## config.mk

```make
export PLATFORM = sky130hd
export DESIGN_NAME = load_memory_read_unit
export DESIGN_NICKNAME = d
export VERILOG_FILES = /design/src/rtl/load_memory_read_unit.sv
export SDC_FILE = /design/constraint.sdc
export NUM_CORES = 1
export LEC_CHECK = 0
export ABC_AREA = 1
export CORE_MARGIN = 4
export CORE_UTILIZATION = 39
export DETAILED_ROUTE_END_ITERATION = 10
export PLACE_DENSITY = 0.73
export SLEW_MARGIN = 5
export SYNTH_ARGS = -nofsm -noshare
export SYNTH_HDL_FRONTEND = slang
export SYNTH_SLANG_ARGS = --single-unit
```

## constraint.sdc

```tcl
create_clock -name ACLK -period 1.55 [get_ports ACLK]
set_clock_uncertainty 0.1 [all_clocks]
set_input_delay 0.155 -clock ACLK [delete_from_list [all_inputs] [get_ports ACLK]]
set_output_delay 0.155 -clock ACLK [all_outputs]
set_load 0.01 [all_outputs]
```

## src/rtl/load_memory_read_unit.sv

```systemverilog
// Load unit: turns a CPU load into an AXI-style read (AR then R) and returns
// the aligned, sign/zero-extended result with a one-cycle valid pulse.
module load_memory_read_unit (
    input  logic        ACLK,
    input  logic        ARESETn,
    input  logic        is_load,
    input  logic [2:0]  funct3,
    input  logic [31:0] address,
    output logic [31:0] load_data_out,
    output logic        load_valid,
    output logic        load_error,
    output logic        stall,
    output logic [31:0] ARADDR,
    output logic        ARVALID,
    input  logic        ARREADY,
    input  logic [31:0] RDATA,
    input  logic [1:0]  RRESP,
    input  logic        RVALID,
    output logic        RREADY
);

    typedef enum logic [1:0] {
        S_IDLE = 2'd0,
        S_AR   = 2'd1,
        S_R    = 2'd2,
        S_DONE = 2'd3
    } state_t;

    state_t      state_q, state_d;
    logic [2:0]  funct3_q, funct3_d;
    logic [1:0]  offset_q, offset_d;
    logic [31:0] araddr_q, araddr_d;
    logic [31:0] data_q, data_d;
    logic        error_q, error_d;
    logic        accept;

    function automatic logic is_legal(input logic [2:0] f3);
        return (f3 == 3'b000) || (f3 == 3'b001) || (f3 == 3'b010) ||
               (f3 == 3'b100) || (f3 == 3'b101);
    endfunction

    function automatic logic is_misaligned(input logic [2:0] f3, input logic [1:0] off);
        case (f3)
            3'b001, 3'b101: return off[0];
            3'b010:         return (off != 2'b00);
            default:        return 1'b0;
        endcase
    endfunction

    // Byte/half selection from the word lane, then sign or zero extension.
    function automatic logic [31:0] extract(input logic [2:0] f3, input logic [1:0] off,
                                            input logic [31:0] word);
        logic [7:0]  b;
        logic [15:0] h;
        b = word[{off, 3'b000} +: 8];
        h = word[{off[1], 4'b0000} +: 16];
        case (f3)
            3'b000:  return {{24{b[7]}}, b};
            3'b001:  return {{16{h[15]}}, h};
            3'b100:  return {24'h0, b};
            3'b101:  return {16'h0, h};
            default: return word;
        endcase
    endfunction

    assign accept = is_legal(funct3) && !is_misaligned(funct3, address[1:0]);

    always_ff @(posedge ACLK or negedge ARESETn) begin
        if (!ARESETn) begin
            state_q  <= S_IDLE;
            funct3_q <= 3'b000;
            offset_q <= 2'b00;
            araddr_q <= 32'h0;
            data_q   <= 32'h0;
            error_q  <= 1'b0;
        end else begin
            state_q  <= state_d;
            funct3_q <= funct3_d;
            offset_q <= offset_d;
            araddr_q <= araddr_d;
            data_q   <= data_d;
            error_q  <= error_d;
        end
    end

    always_comb begin
        state_d = state_q;
        case (state_q)
            S_IDLE:  if (is_load) state_d = accept ? S_AR : S_DONE;
            S_AR:    if (ARREADY) state_d = S_R;
            S_R:     if (RVALID)  state_d = S_DONE;
            S_DONE:  state_d = S_IDLE;
            default: state_d = S_IDLE;
        endcase
    end

    // Result registers change only on entry to DONE, so they hold in between.
    always_comb begin
        funct3_d = funct3_q;
        offset_d = offset_q;
        araddr_d = araddr_q;
        data_d   = data_q;
        error_d  = error_q;
        if (state_q == S_IDLE && is_load) begin
            funct3_d = funct3;
            offset_d = address[1:0];
            araddr_d = {address[31:2], 2'b00};
            if (!accept) begin
                data_d  = 32'h0;
                error_d = 1'b1;
            end
        end else if (state_q == S_R && RVALID) begin
            error_d = (RRESP != 2'b00);
            data_d  = (RRESP != 2'b00) ? 32'h0 : extract(funct3_q, offset_q, RDATA);
        end
    end

    always_comb begin
        ARVALID    = (state_q == S_AR);
        RREADY     = (state_q == S_R);
        load_valid = (state_q == S_DONE);
        stall      = (state_q == S_AR) || (state_q == S_R) ||
                     ((state_q == S_IDLE) && is_load);
    end

    assign ARADDR        = araddr_q;
    assign load_data_out = data_q;
    assign load_error    = error_q;

endmodule
```

==> results.cfg, run 1 <==
[synthesis]
ys_seq_area_share_pct = 49.0
syn_area_um2 = 3580
ys_seq_elements = 70
ys_types = 27
avgSynthCellArea_um2 = 7.52
yosys_warnings = 0
netlist_instances = 476

[setup_path]
startpoint_type = flip-flop
reg2reg_slack_ps = -120
critPathBufInv = 3
cp-startpoint = state_q[0]
worst-r2r-cell-count = 10
crit_required_ps = 1290
arrival_ps = 1420
cp-end-kind = output port
cp_top_family = flip-flops
cp.depth = 6
crit_chain = inv_2 -> ha_4 -> nand2_4 -> inv_4 -> or2_4 -> buf_6
r2r-start = state_q[0]
critPathMaxFanout = 3
cpPeakStageDelay_ps = 370
crit_slowest_cell = dfrtp_1
critPathKind = flip-flop to output port

[grt]
grt_pass1_wl_um = 19100
grt_overflow_total = 0
first_global_vias = 3858
track_usage_pct = 21.7
grt_start_max_net_pins = 37
antenna_found_initial = 0

[power]
ir_drop_mv = 1.19
internal_power_mw = 6.22
power.share.sequential_pct = 29.8
clock_power_share_pct = 16.6
p_switching_mw = 4.14
powerDensity_nw_per_um2 = 1770
power_frac_comb_pct = 53.7
swShare_pct = 40.0
leakagePower_nw = 3.41

[placed_design]
gp_congestion = 0.898
dpl.hpwl_um = 8530
place_inst = 724
port_buffers = 140
placed_area_um2 = 5260

[clock_network]
clkLatencyLatePin_ps = 350
clk_path_buf_depth = 2
cts_max_level = 3
cts_sinks = 70
root_buffer = clkbuf_8
cts_buffers = 9
clkSlewWorstSetupHoldPaths_ps = 80
cts_tree = yes

[die]
die_y_um = 104
ios = 143
die_w_um = 104
die_area_um2 = 10800
core-area_um2 = 8810
initial_core_util_pct = 40.6
core.rowCount = 34

[timing]
finalMaxSlewViolations = 0
setup-tns-final_ps = -2120
rsz0062_at_grt = true
fmax_mhz = 598
setup_ws_ps = -122
finalCriticalPeriod_ps = 1670
setup_violations = 34
hold_violations = 0
max_slew_margin_pct = 60.7
min_period_over_period_pct = 108
worstMarginPinSlew_ps = 590

[final_layout]
syn_to_final_growth_pct = 63.9
layout_commonest_cell = nand2_1
design_area_um2 = 5870
drive_gt1_share_pct = 15.3
stdcell_count = 753
mostFrequentLayoutCells = 174 x nand2_1, 92 x clkdlybuf4s50_1, 69 x dfrtp_1, 57 x nor2_1, 43 x nand3_1
final_util_pct = 66.6
antenna_cells = 0
nets = 719

[route]
route.vias.total = 3789
firstDrtPassIters = 4
drtIter0Drc = 132
wl_um = 12100
detail-route-antenna-nets = 0
drc = 0
wl_per_cell_um = 16.1
vias_per_cell = 5.03

[run_status]
status = finished with violations
violations = negative setup slack

[worst_hold_path]
hold_depth = 3
hold_path.startpoint = address[5]
hp-class = primary input to flip-flop

[job]
cap_violations = 0
==> flip-flops by register name (all words and copies together), names as in the netlist <==
register	count
ARADDR	30
funct3_q	3
load_data_out	32
load_error	1
offset_q	2
state_q	2
==> what timing repair did <==
item                       CTS  global route
setup endpoints to repair   45            74
hold endpoints to repair    19             0
pin swaps                    2            16
hold buffers                 1             0
cloned                       0             5
buffers inserted             0             9
gates resized for setup     34            70
==> routing by layer <==
layer	vias up	wire length, µm	GRT usage (%)
li1	1834	-	-
met1	1759	4760	25.7
met2	171	5750	35.3
met3	25	1290	9.64
met4	0	289	7.03
met5	-	0	0
==> cell usage after synthesis <==
cell type  number  share of area (%)
inv_4           1               0.17
nand3_1        44                6.2
nor2_2          2               0.35
nand2_2         6                1.0
conb_1          1               0.10
a21oi_2         1               0.24
o21ai_1         1               0.14
a31oi_1         1               0.17
o22ai_1         1               0.17
nand2_1       176                 18
ha_1            5                1.7
inv_2           2               0.21
buf_6           2               0.63
nand4_1         3               0.52
a21oi_1         9                1.3
nand3_4         1               0.49
nand2_4         2               0.63
clkbuf_1       13                1.4
buf_2           9                1.3
o211ai_1       14                2.9
nor2_1         66                6.9
dfrtp_1        70                 49
or2_2           2               0.35
buf_4           3               0.63
nand3_2         1               0.28
inv_1          23                2.4
o21ai_0        17                2.4
==> layout make-up <==
type / count / area (µm²)
Sequential cell: 70 / 1750
Fill cell: 739 / 2940
Clock inverter: 6 / 92.6
Multi-Input combinational cell: 354 / 1710
Timing Repair Buffer: 179 / 1930
Tap cell: 108 / 135
Inverter: 26 / 105
Clock buffer: 10 / 138
==> final timing paths <==
check / end
setup reg to reg: load_data_out[7]
hold reg to reg: ARADDR[12]
hold / removal: ARADDR[5]
max in group asynchronous: offset_q[1]
setup / recovery: stall
min in group asynchronous: load_data_out[28]
==> stage by stage <==
step	hold WS, ps	worst slack [ps]	power (mW)
floorplan	-241	15.3	5.70
global placement	69.8	-208	8.23
detailed placement	79.4	-223	8.39
CTS	218	-122	10.2
global route	226	-197	11.1
finish	232	-122	10.4
==> power by group through the flow <==
stage          Combinational, mW  Clock [mW]  Sequential [mW]
2_1_floorplan               2.33           0             3.37
3_5_place_dp                5.28           0             3.12
4_1_cts                     5.32        1.75             3.11
5_1_grt                     6.11        1.85             3.18
6_report                    5.56        1.72             3.09
3_3_place_gp                5.15           0             3.09
==> cells by family after synthesis <==
group / Yosys count / share of synthesized area (%)
flip-flops: 70 / 49.0
adder cells (fa/ha/maj): 5 / 1.75
AO/OA/AOI/OAI: 44 / 7.31
buffers and inverters: 53 / 6.68
other: 1 / 0.105
AND/OR/NAND/NOR: 303 / 35.2
==> worst reg2reg max path, delay by kind of cell (launching register included) <==
kind / cells / cell delay, ps
adder cells (fa/ha/maj): 1 / 170
AO/OA/AOI/OAI: 1 / 120
buffers and inverters: 4 / 510
flip-flops: 1 / 370
AND/OR/NAND/NOR: 4 / 330
Note: power is estimated with default switching activity, not from simulation.
==> run 2: changes to the inputs <==
--- a/config.mk
+++ b/config.mk
@@ -9,7 +9,8 @@
 export CORE_MARGIN = 4
 export CORE_UTILIZATION = 39
 export DETAILED_ROUTE_END_ITERATION = 10
-export PLACE_DENSITY = 0.73
+export PLACE_DENSITY = 0.86
+export RECOVER_POWER = 50
 export SLEW_MARGIN = 5
 export SYNTH_ARGS = -nofsm -noshare
 export SYNTH_HDL_FRONTEND = slang
==> run 2 against run 1 <==
  * The flow still finishes with violations (negative setup slack)
  * Wire length rose by 5.8%
  * Global-route usage is 1.8 points higher
  * Register-to-register slack worse by 20 ps
  * Die area unchanged
  * Clock power fell by 9.9%
  * Highest routed layer unchanged
  * Setup slack worse by 18 ps
  * Total power decreased by 1.9%
  * Combinational power hardly changed
  * Worst hold slack about the same
  * Fmax fell by 1.1%
  * Final area is 0.62% higher
==> results.cfg, run 2 (synthesis results as in run 1) <==
[power]
leakagePower_nw = 3.53
powerDensity_nw_per_um2 = 1720
ir_drop_mv = 1.72
fin_total_pwr_mw = 10.2

[final_layout]
syn_to_final_growth_pct = 64.9
stdcell_count = 747
layout_commonest_cell = nand2_1
largest_register_ffs = 32
antenna_cells = 0
regArea_um2 = 1750
drive_gt1_share_pct = 16.9
n_fill_cell = 649
mostFrequentLayoutCells = 175 x nand2_1, 80 x clkdlybuf4s50_1, 70 x dfrtp_1, 55 x nor2_1, 44 x dlymetal6s2s_1
multi_input_area_um2 = 1800
nets = 713

[setup_path]
crit_required_ps = 1690
critPathKind = flip-flop to flip-flop
arrival_ps = 1830
cp-end-kind = flip-flop
startpoint_type = flip-flop
critPathMaxFanout = 8

[placed_design]
gp_congestion = 0.861
place_inst = 720
port_buffers = 140
dpl.hpwl_um = 8520

[route]
route.vias.total = 3937
drtIter0Drc = 209
vias_per_cell = 5.27
detail-route-antenna-nets = 0
firstDrtPassIters = 5
drc = 0
wl_um = 12800
wl_per_cell_um = 17.1

[timing]
fmax_mhz = 592
finalCriticalPeriod_ps = 1690
hold_slack_ps = 232
max_slew_margin_pct = 35.9
setup_violations = 39
setup-tns-final_ps = -3490
min_period_over_period_pct = 109
rsz0062_at_grt = true
setup_ws_ps = -140
hold_violations = 0
worstMarginPinSlew_ps = 962
finalMaxSlewViolations = 0

[die]
core-area_um2 = 8810
ios = 143
die_y_um = 104
die_w_um = 104
core.rowCount = 34
initial_core_util_pct = 40.6
die_area_um2 = 10800

[grt]
grt_overflow_total = 0
grt_start_max_net_pins = 71
grt_pass1_wl_um = 20400
track_usage_pct = 23.4
first_global_vias = 4156
antenna_found_initial = 0

[clock_network]
clkLatencyLatePin_ps = 350
cts_tree = yes
clkSlewWorstSetupHoldPaths_ps = 80
clk_path_buf_depth = 2
cts_sinks = 70
root_buffer = clkbuf_8
cts_max_level = 3
cts_buffers = 9

[worst_hold_path]
hp-class = primary input to flip-flop

[run_status]
status = finished with violations
violations = negative setup slack

[job]
cap_violations = 0
run 2: cell types whose count changed in the layout (fill, tap and decap cells not counted), sizes merged:
| cell | change |
|---|---|
| dlymetal6s2s | +8 |
| dlygate4sd2 | +4 |
| clkdlybuf4s50 | -12 |
| clkinvlp | -1 |
| bufinv | -1 |
| clkinv | +2 |
| buf | -6 |
run 2: routing by layer:
layer / share of wire (%) / global-route usage, % / up-vias / routed length, µm
met2: 48 / 38.2 / 232 / 6090
met5: 0 / 0 / - / 0
met1: 38 / 27.7 / 1847 / 4900
met4: 3.0 / 7.50 / 0 / 383
met3: 11 / 10.4 / 39 / 1420
li1: - / - / 1819 / -
run 2: cell type report:
type | count | share of cell area (%)
Clock buffer | 10 | 2.33
Clock inverter | 6 | 1.17
Inverter | 26 | 1.70
Multi-Input combinational cell | 354 | 30.4
Sequential cell | 70 | 29.7
Tap cell | 108 | 2.29
Timing Repair Buffer | 173 | 32.4
run 2: worst paths after layout:
check / from / to / slack [ps] / depth (start not counted)
worst min-delay path: address[26] / ARADDR[26] / 230 / 3
worst max register to register: state_q[0] / load_data_out[30] / -140 / 9
worst max-delay path: state_q[0] / load_data_out[30] / -140 / 9
min in group asynchronous: ARESETn / ARADDR[29] / 510 / 3
worst min register to register: ARADDR[25] / ARADDR[25] / 380 / 2
max in group asynchronous: ARESETn / ARADDR[12] / 230 / 3
run 2: power by group:
group / internal (mW) / switching [mW] / leakage, nW
registers: 2.60 / 0.483 / 0.909
clock network: 0.795 / 0.752 / 0.103
logic: 2.54 / 3.00 / 2.52
total: 5.93 / 4.24 / 3.53
run 2: critical path, cell delays in order (launching register included):
cell and delay (ps):
dfrtp_1 390, inv_2 100, ha_4 160, nand2_4 50
inv_2 60, buf_4 130, nand3_4 190, clkbuf_16 250
nand3_1 70, nand2_1 70
run 2: repair_timing:
item                                    in CTS  in global routing
gates cloned                                 5                  2
hold buffers                                 1                  0
pin swaps                                    8                 12
endpoints found under the hold margin       70                  0
setup buffers                                7                  1
endpoints found under the setup margin      48                106
gates resized for setup                     62                 75
run 2: stage by stage:
stage | utilization, % | area, µm² | setup slack, ps
after floorplan | - | 3580 | 15.3
after global placement | 58.9 | 5190 | -186
after detailed placement | 58.9 | 5190 | -219
after CTS | 64.1 | 5650 | -116
after global routing | 67.0 | 5900 | -208
final | 67.0 | 5900 | -140
==> run 3: changes to the inputs <==
--- a/config.mk
+++ b/config.mk
@@ -6,11 +6,13 @@
 export NUM_CORES = 1
 export LEC_CHECK = 0
 export ABC_AREA = 1
+export ABC_CLOCK_PERIOD_IN_PS = 1550
 export CORE_MARGIN = 4
 export CORE_UTILIZATION = 39
 export DETAILED_ROUTE_END_ITERATION = 10
 export PLACE_DENSITY = 0.86
 export RECOVER_POWER = 50
+export SETUP_SLACK_MARGIN = 0.02
 export SLEW_MARGIN = 5
 export SYNTH_ARGS = -nofsm -noshare
 export SYNTH_HDL_FRONTEND = slang
==> run 3 against run 2 <==
  * The run still ends with negative setup slack left
  * Count of clock-buffer cells in the layout shrank 1
  * Worst hold slack lost 33 ps
  * Non-clock buffer count grew 3
  * Setup slack gained 14 ps
  * Sequential power is essentially flat
  * First-iteration DRC count is the same
  * Fmax grew 0.83%
  * Total power grew 2.5%
  * Via count is essentially flat
==> results.cfg, run 3 (synthesis results as in run 1) <==
[grt]
grt_overflow_total = 0
grt_pass1_wl_um = 20400
track_usage_pct = 23.5
first_global_vias = 4211
antenna_found_initial = 0
grt_start_max_net_pins = 34

[timing]
finalMaxSlewViolations = 0
max_slew_margin_pct = 60.8
min_period_over_period_pct = 108
fmax_mhz = 597
setup_ws_ps = -126
hold_slack_ps = 199
setup_violations = 35
hold_violations = 0
rsz0062_at_grt = true
worstMarginPinSlew_ps = 588
finalCriticalPeriod_ps = 1680

[die]
core-area_um2 = 8810
core.rowCount = 34
die_w_um = 104
initial_core_util_pct = 40.6
ios = 143
die_y_um = 104
die_area_um2 = 10800

[power]
leakagePower_nw = 3.18
ir_drop_mv = 1.32
powerDensity_nw_per_um2 = 1760

[final_layout]
mostFrequentLayoutCells = 176 x nand2_1, 74 x clkdlybuf4s50_1, 70 x dfrtp_1, 44 x nor2_1, 32 x dlygate4sd2_1
drive_gt1_share_pct = 21.5
antenna_cells = 0
syn_to_final_growth_pct = 65.1
layout_commonest_cell = nand2_1
nets = 716
largest_register_ffs = 32
stdcell_count = 750

[placed_design]
dpl.hpwl_um = 8640
port_buffers = 140
gp_congestion = 0.909
place_inst = 723
pre_cts_slack_ps = -241

[setup_path]
cpPeakStageDelay_ps = 400
crit_required_ps = 1290
critPathKind = flip-flop to output port
startpoint_type = flip-flop
r2r-start = state_q[0]
critPathMaxFanout = 2
crit_slowest_cell = dfrtp_1
cp_top_family = flip-flops
crit_chain = inv_2 -> ha_4 -> or2_4 -> buf_6
critPathBufInv = 2
cp-startpoint = state_q[0]
cp-end-kind = output port
arrival_ps = 1420

[clock_network]
clk_path_buf_depth = 2
cts_sinks = 70
cts_max_level = 3
cts_tree = yes
clkLatencyLatePin_ps = 350
clkSlewWorstSetupHoldPaths_ps = 80
cts_buffers = 9
root_buffer = clkbuf_8

[run_status]
violations = negative setup slack
status = finished with violations

[route]
route.vias.total = 3936
firstDrtPassIters = 4
drtIter0Drc = 209
vias_per_cell = 5.25
wl_um = 12900
detail-route-antenna-nets = 0
wl_per_cell_um = 17.2
drc = 0

[job]
cap_violations = 0

[worst_hold_path]
hp-class = primary input to asynchronous set/reset pin
==> run 3: cell count changes in the layout (fill, tap and decap cells not counted), moves of 3 or more <==
cell	delta
buf_4	+3
nand3_1	-17
clkdlybuf4s50_1	-6
nand3_2	+17
buf_2	-3
nor2_1	-11
dlymetal6s2s_1	-30
buf_6	+3
clkdlybuf4s25_1	+15
dlygate4sd2_1	+21
nor2_2	+12
==> run 3: worst paths after layout <==
kind / endpoint / slack, ps / cells past startpoint
min reg2reg: ARADDR[4] / 380 / 2
min in group ACLK: ARADDR[9] / 220 / 3
min: ARADDR[27] / 200 / 2
max reg2reg: load_data_out[7] / -90 / 10
max in group asynchronous: ARADDR[22] / 200 / 3
max: stall / -130 / 4
==> run 3: final cells by class <==
| class | instances | area, µm² |
|---|---|---|
| well taps | 108 | 135 |
| inverters | 26 | 100 |
| clock buffers | 9 | 124 |
| fillers | 674 | 2900 |
| repair buffers | 176 | 1800 |
| flip-flops and latches | 70 | 1750 |
| multi-input cells | 354 | 1890 |
| clock inverters | 7 | 105 |
==> run 3: worst reg2reg max path: cells and delay by family, from the launching register on <==
kind	cells	cell delay [ps]
DFF	1	400
adders and majority gates	1	150
and+or+nand+nor	3	260
buffers and inverters	5	560
AOI/OAI and AO/OA	1	60
==> run 3: repair_timing <==
action | 4_1_cts | 5_1_grt
setup endpoints to repair | 70 | 98
gates cloned | 4 | 0
setup buffers | 10 | 1
pin swaps | 10 | 8
resized for setup | 101 | 66
hold buffers | 1 | 0
endpoints found under the hold margin | 17 | 0
==> run 3: per-stage QoR <==
step / power (mW) / area (µm²) / utilization (%) / setup TNS [ps]
after detailed placement: 8.35 / 5240 / 59.5 / -3110
after floorplan: 5.70 / 3580 / - / 0
after CTS: 10.3 / 5820 / 66.1 / -1840
final: 10.4 / 5910 / 67.1 / -2150
after global placement: 8.14 / 5240 / 59.5 / -1320
after global routing: 11.1 / 5910 / 67.1 / -4180
==> run 3: power by group <==
part / internal, mW / total, mW / leakage (nW) / switching (mW)
clock network: 0.931 / 1.73 / 0.112 / 0.798
logic: 2.50 / 5.60 / 2.16 / 3.09
registers: 2.60 / 3.10 / 0.909 / 0.498
total: 6.03 / 10.4 / 3.18 / 4.39
==> run 3: routing by layer <==
metal,global-route usage [%],vias to the layer above,routed length [µm]
met5,0,-,0
met4,11.3,0,334
met3,10.4,40,1650
met2,39.5,242,6230
met1,25.4,1834,4680
li1,-,1820,-
